### src/rtl/mem_wb_stage.sv
// MEM/WB pipeline register with load extraction, result selection, register file write port,
// same-cycle WB->ID bypass and a retired-instruction counter.
module mem_wb_stage #(
    parameter int XLEN  = 32,
    parameter int CNT_W = 32
) (
    input  logic             clk,
    input  logic             rst_n,
    input  logic             stall_w,
    input  logic             flush_w,
    input  logic             valid_m,
    input  logic             RegWrite_m,
    input  logic [1:0]       ResultSrc_m,
    input  logic [2:0]       funct3_m,
    input  logic [XLEN-1:0]  ALUResult_m,
    input  logic [XLEN-1:0]  ReadData_m,
    input  logic [XLEN-1:0]  PCPlus4_m,
    input  logic [4:0]       Rd_m,
    input  logic [4:0]       A1_d,
    input  logic [4:0]       A2_d,
    input  logic [XLEN-1:0]  RD1_rf,
    input  logic [XLEN-1:0]  RD2_rf,
    output logic [4:0]       A3,
    output logic [XLEN-1:0]  WD3,
    output logic             WE3,
    output logic [XLEN-1:0]  RD1_d,
    output logic [XLEN-1:0]  RD2_d,
    output logic             valid_w,
    output logic [CNT_W-1:0] instret
);

    logic             valid_q,     valid_d;
    logic             regwrite_q,  regwrite_d;
    logic [1:0]       resultsrc_q, resultsrc_d;
    logic [2:0]       funct3_q,    funct3_d;
    logic [XLEN-1:0]  aluresult_q, aluresult_d;
    logic [XLEN-1:0]  readdata_q,  readdata_d;
    logic [XLEN-1:0]  pcplus4_q,   pcplus4_d;
    logic [4:0]       rd_q,        rd_d;
    logic [CNT_W-1:0] instret_q,   instret_d;

    logic [XLEN-1:0]  load_val_s;
    logic [XLEN-1:0]  wd3_s;
    logic             we3_s;

    // Picks the addressed byte/halfword out of the aligned word and extends it.
    function automatic logic [XLEN-1:0] load_extract(
        input logic [2:0]      f3,
        input logic [1:0]      off,
        input logic [XLEN-1:0] data
    );
        logic [7:0]  byte_v;
        logic [15:0] half_v;
        byte_v = data[{off, 3'b000} +: 8];
        half_v = data[{off[1], 4'b0000} +: 16];
        case (f3)
            3'b000:  load_extract = {{(XLEN-8){byte_v[7]}}, byte_v};
            3'b001:  load_extract = {{(XLEN-16){half_v[15]}}, half_v};
            3'b100:  load_extract = {{(XLEN-8){1'b0}}, byte_v};
            3'b101:  load_extract = {{(XLEN-16){1'b0}}, half_v};
            default: load_extract = data;
        endcase
    endfunction

    // Next-state: flush beats stall beats capture; retirement is independent of flush.
    always_comb begin
        valid_d     = valid_q;
        regwrite_d  = regwrite_q;
        resultsrc_d = resultsrc_q;
        funct3_d    = funct3_q;
        aluresult_d = aluresult_q;
        readdata_d  = readdata_q;
        pcplus4_d   = pcplus4_q;
        rd_d        = rd_q;
        instret_d   = instret_q;

        if (valid_q && !stall_w) begin
            instret_d = instret_q + CNT_W'(1);
        end else begin
            instret_d = instret_q;
        end

        if (flush_w) begin
            valid_d = 1'b0;
        end else if (stall_w) begin
            valid_d = valid_q;
        end else begin
            valid_d     = valid_m;
            regwrite_d  = RegWrite_m;
            resultsrc_d = ResultSrc_m;
            funct3_d    = funct3_m;
            aluresult_d = ALUResult_m;
            readdata_d  = ReadData_m;
            pcplus4_d   = PCPlus4_m;
            rd_d        = Rd_m;
        end
    end

    // WB pipeline register and retirement counter.
    always_ff @(posedge clk or negedge rst_n) begin
        if (!rst_n) begin
            valid_q     <= 1'b0;
            regwrite_q  <= 1'b0;
            resultsrc_q <= 2'b00;
            funct3_q    <= 3'b000;
            aluresult_q <= '0;
            readdata_q  <= '0;
            pcplus4_q   <= '0;
            rd_q        <= 5'd0;
            instret_q   <= '0;
        end else begin
            valid_q     <= valid_d;
            regwrite_q  <= regwrite_d;
            resultsrc_q <= resultsrc_d;
            funct3_q    <= funct3_d;
            aluresult_q <= aluresult_d;
            readdata_q  <= readdata_d;
            pcplus4_q   <= pcplus4_d;
            rd_q        <= rd_d;
            instret_q   <= instret_d;
        end
    end

    // Writeback result selection; the reserved encoding falls back to the ALU result.
    always_comb begin
        load_val_s = load_extract(funct3_q, aluresult_q[1:0], readdata_q);
        case (resultsrc_q)
            2'b01:   wd3_s = load_val_s;
            2'b10:   wd3_s = pcplus4_q;
            default: wd3_s = aluresult_q;
        endcase
        we3_s = valid_q & regwrite_q & (rd_q != 5'd0);
    end

    // Bypass covers the register file's edge-only write, so decode sees WB data in the same cycle.
    always_comb begin
        if (we3_s && (rd_q == A1_d) && (A1_d != 5'd0)) begin
            RD1_d = wd3_s;
        end else begin
            RD1_d = RD1_rf;
        end
        if (we3_s && (rd_q == A2_d) && (A2_d != 5'd0)) begin
            RD2_d = wd3_s;
        end else begin
            RD2_d = RD2_rf;
        end
    end

    assign A3      = rd_q;
    assign WD3     = wd3_s;
    assign WE3     = we3_s;
    assign valid_w = valid_q;
    assign instret = instret_q;

endmodule
### config.mk
export PLATFORM = sky130hd
export DESIGN_NAME = mem_wb_stage
export DESIGN_NICKNAME = d
export VERILOG_FILES = /design/src/rtl/mem_wb_stage.sv
export SDC_FILE = /design/constraint.sdc
export NUM_CORES = 1
export LEC_CHECK = 0
export ABC_AREA = 0
export BUFFER_PORTS_ARGS = -buffer_cell sky130_fd_sc_hd__buf_4
export CORE_MARGIN = 1.5
export CORE_UTILIZATION = 45
export DETAILED_ROUTE_END_ITERATION = 10
export PLACE_DENSITY = 0.76
export SLEW_MARGIN = 20
export SYNTH_ARGS = -nofsm -noshare
export SYNTH_HDL_FRONTEND = slang
export SYNTH_SLANG_ARGS = --single-unit
### constraint.sdc
create_clock -name clk -period 2.5 [get_ports clk]
set_input_delay 0.25 -clock clk [delete_from_list [all_inputs] [get_ports clk]]
set_output_delay 0.25 -clock clk [all_outputs]
set_load 0.005 [all_outputs]
### Word-level counts from Yosys, hierarchy flattened

Cells that the tools add are included.

* output and inout port bits: 135
* register bits after elaboration: 140
* bits in read-only memories: 0
* bits in writable memories: 0
* word-level logic and storage cells: 41
* bits in latches: 0
* memories: 0

* multiplexer cells: 6
* multiply operators: 0
* add/subtract/negate cells: 1
* reduce and logical (&&, ||, !) cells: 11
* magnitude comparators: 0
* bitwise operators: 4
* equality and inequality tests: 8
* div/mod/pow operators: 0
* shift operators: 2

Operator list (number)
* $pmux 32 s4: 1
* $mux 32: 2
* $pmux 32 s2: 1
* $add 32x1->32 const B: 1
* $shiftx 32x6->16: 1
* $shiftx 32x6->8: 1
* $reduce_bool 5->1: 3
* $eq 5x5->1: 2
* $eq 3x3->1 const B: 2
* $logic_and 1x1->1: 5
* $eq 3x1->1 const B: 1
* $logic_not 3->1: 1
* $and 1x1->1: 2
* $eq 2x1->1 const B: 1
* $eq 2x2->1 const B: 1
* $mux 1: 2
* $ne 2x1->1 const B: 1
* $not 1->1: 2
* $reduce_and 2->1: 1
* $logic_not 1->1: 1

### Logic depth before layout (Yosys ltp)

* depth after elaboration: 5
* mapped depth: 9

### Worst setup path after synthesis

Ideal clock, no wire load.

* kind: register -> output
* start: register resultsrc_q[0]
* end: output RD1_d[27]
* stages on the path, launching flop included: 10
* setup slack: 0.157 ns
* data arrival time: 2.093 ns
* required time: 2.250 ns
* cells stage by stage: dfrtp_1 > inv_1 > ha_1 > clkbuf_1 > clkinv_1 > clkbuf_1 > clkbuf_1 > nor2_1 > o31ai_1 > mux2_2

* longest elaborated chain between the ends: 3
* elaborated cells on any way between the ends: 4

Ends and longest elaborated chain
* start: declaration: RTL line 34 `logic [1:0] resultsrc_q, resultsrc_d;`
* start signal: assignment: RTL line 114 `resultsrc_q <= resultsrc_d;`
* $eq 2x2->1 / $eq 2x1->1 (equally long branches): RTL line 127 `case (resultsrc_q)`
* $pmux 32 s2 (*): RTL line 127
* named net WD3[27]: RTL line 24 `output logic [XLEN-1:0] WD3,`
* $mux 32 (*): RTL line 137 `if (we3_s && (rd_q == A1_d) && (A1_d != 5'd0)) begin`
* end: declaration: RTL line 26 `output logic [XLEN-1:0] RD1_d,`

The timed path passes the listed nets; every way through them passes the cells marked *.

### Worst setup path in the final report

* start: register resultsrc_q[0]
* end: output RD1_d[18]

* longest elaborated chain between the ends: 3
* elaborated cells on any way between the ends: 4

Ends and longest elaborated chain (RTL line)
* $eq 2x2->1 / $eq 2x1->1 (equally long branches): 127
* $pmux 32 s2 (*): 127
* $mux 32 (*): 137

Mark *: on every way between the ends. The rest lies on a longest branch, timed or not.

==> results.cfg <==
[global_routing]
grt_pass1_wl_um = 42900
antenna_found_initial = 1
grt-ovfl-total = 0
grt_max_degree = 72
grt_usage = 0.3133
grt_pass1_vias = 7407

[synth]
ys_ff_latch = 140
syn-cell-area_um2 = 7755
synth-edff-count = 0
synth_top_area_share = 0.4518
syn-instance-count = 689
postSynth.asyncResetShare = 1.000
synth_cell_types = 50
synth.largest_area_cell = dfrtp_1
yosysSeqAreaShare = 0.4518
synth_nets = 878
yosysWarningCount = 0
syn_avg_cell_area_um2 = 11.26
synth_ff_type = dfrtp_1
synth_area_leaders = dfrtp_1 45%, mux2_2 23%, a21oi_1 3.0%, xnor2_1 2.7%, nor2_1 2.2%

[setup_path]
crit_path_end_kind = output pin
critPathBufInv = 4
path_class = reg2out
cpLargestDelayFamily = compound AO/OA/AOI/OAI gates
path_max_fanout = 11
rr_endpoint = instret[22]
r2r_cells = 6
timing.rr.start = instret[0]
crit_arrival_ns = 2.55
cp_slowest_stage_delay_ns = 0.38
crit_required_ns = 2.25
slowest_stage = dfrtp_1
crit_chain = inv_2 -> ha_4 -> clkinv_8 -> buf_16 -> and3_1 -> a21oi_1 -> o31ai_4 -> mux2_4 -> buf_6
critPathLaunchType = flip-flop
r2r_setup_slack_ns = 0.33

[drt]
drcViolationCount = 0
vias = 7576
drt_iter0_drc = 703
wl_per_cell_um = 23.83
viasPerCell = 5.873
dr.pass1.iters = 5
wl_um = 30740
ant_nets = 0

[layout]
syn2layout_area_growth_pct = 63.20
final_cells = 1290
regArea_um2 = 3513
final_common_cell = buf_4
layout_common_cells = 311 x buf_4, 132 x dfrtp_1, 106 x mux2_2
multi_input_area_um2 = 4707
finalNetCount = 1247
drive_above_1_share = 0.6202
fill_cells = 1051

[cts]
cts.root.buffer_cell = clkbuf_16
htreeDepth = 4
cts_tree = built
path_clk_slew_ns = 0.06
clkLatencyLatePin_ns = 0.43
cts_sinks = 140
cts_max_path_buffers = 2
numCtsBuffers = 17

[placement]
dp.final_hpwl_um = 19500
dp_cells = 1218
gp_congestion = 0.9534
port_buffers = 320

[power]
powerDensity_nw_per_um2 = 702.8
cellLeakagePower_uw = 0.005845
ir_drop_mv = 0.6155

[timing]
skew_ns = 0.005502
finalSetupViolCount = 81
max_freq_ghz = 0.3576
fin_tns_setup_ns = -12.93
worst_pin_slew_ns = 0.6812
fin_crit_sh = 1.118
rsz0062_at_grt = true
timing.final.max_slew_violations = 0
finalCriticalPeriod_ns = 2.796
fin_ws_ns = -0.2960
timing.hold.ws_ns = 0.02237
slew_headroom = 0.5459
hold_viol = 0

[run_status]
status = finished with violations
violations = negative setup slack

[floorplanning]
die_y_um = 134.3
coreArea_um2 = 16700
die_width_um = 134.3
start_util = 0.4643
die-area_um2 = 18030
fp-row-count = 47
io_pins = 321

[min_path]
hold_path_class = in2reg
min_from = Rd_m[0]
hold_end = A3[0]
hold_depth = 3

[flow_run]
maxCapViolations = 0
-- area by class of cell --
| type | instances | area share |
|---|---|---|
| multi-input cells | 496 | 0.3719 |
| diodes | 1 | 0.0001977 |
| well taps | 220 | 0.02175 |
| inverters | 9 | 0.003658 |
| clock buffers | 17 | 0.03361 |
| repair buffers | 394 | 0.2741 |
| flip-flops and latches | 140 | 0.2776 |
| clock inverters | 13 | 0.01710 |
-- flip-flops by register name (all words and copies together) (netlist names) --
register / cells
aluresult_q: 32
instret: 32
pcplus4_q: 32
readdata_q: 32
A3: 5
funct3_q: 3
resultsrc_q: 2
regwrite_q: 1
valid_w: 1
-- repair_timing --
item	in CTS	in global routing
cloned	5	3
gates resized for setup	197	29
hold buffers	2	0
hold endpoints to repair	69	0
pin swaps	48	7
buffers inserted	23	11
endpoints found under the setup margin	82	85
-- where the power goes --
group | switching (uW) | total (uW) | internal (uW)
Clock | 1050 | 2820 | 1770
Combinational | 1490 | 3170 | 1680
Sequential | 350 | 2910 | 2550
Total | 2890 | 8890 | 6010
-- metal layers --
layer  GRT usage  vias up  routed length, um
li1            -     3275                  -
met5           0        -                  0
met3     0.09146      107               2979
met2      0.4997      459              14840
met1      0.4069     3735              11630
met4      0.1111        0               1295
-- cell usage after synthesis, types with 6 or more instances --
cell / instances
mux2_2: 155
dfrtp_1: 140
a21oi_1: 47
nor2_1: 46
nand2_1: 38
clkbuf_1: 30
and3_1: 24
xnor2_1: 24
o31ai_1: 20
xor2_1: 17
o21ai_0: 14
nand3_1: 9
nand4_1: 9
buf_2: 8
inv_1: 8
mux2i_1: 7
o21a_1: 7
o221ai_1: 7
o22a_1: 7
o31ai_4: 7
a221oi_1: 6
o22ai_1: 6
-- worst register-to-register path, cell delays in order, from the launching register on --
cell and delay [ns]:
dfrtp_1 0.40, ha_1 0.21, nand4b_1 0.14, or4_1 0.61, or3_4 0.46, nor2_1 0.14, xnor2_1 0.13
-- worst max path at each step --
stage,startpoint,endpoint,cells past startpoint
floorplan,resultsrc_q[0],RD1_d[27],9
global placement,aluresult_q[1],RD1_d[9],8
detailed placement,resultsrc_q[0],RD1_d[3],9
CTS,aluresult_q[1],RD2_d[21],7
global route,resultsrc_q[0],RD1_d[18],9
finish,resultsrc_q[0],RD1_d[18],9
-- cell families (layout without fill, tap and decap cells) --
logic type / Yosys count / after routing / synth area share
muxes: 163 / 163 / 0.2360
and+or+nand+nor: 154 / 154 / 0.1007
DFF: 140 / 140 / 0.4518
AOI/OAI and AO/OA: 135 / 135 / 0.1325
buffers and inverters: 53 / 433 / 0.02791
xor gates and xnor gates: 41 / 41 / 0.04630
adders and majority gates: 3 / 3 / 0.004841
other: 0 / 1 / 0
-- stage by stage --
step / total power, uW / instance area, um^2 / setup slack (ns) / utilization
after detailed placement: 5125 / 10600 / 0.1257 / 0.6345
after global placement: 5080 / 10600 / 0.1634 / 0.6345
final: 8894 / 12660 / -0.2960 / 0.7578
after floorplan: 3947 / 7755 / 0.1569 / -
after global routing: 9164 / 12650 / -0.3391 / 0.7576
after CTS: 8522 / 12370 / -0.1836 / 0.7405
Note: power is estimated with default switching activity, not from simulation.
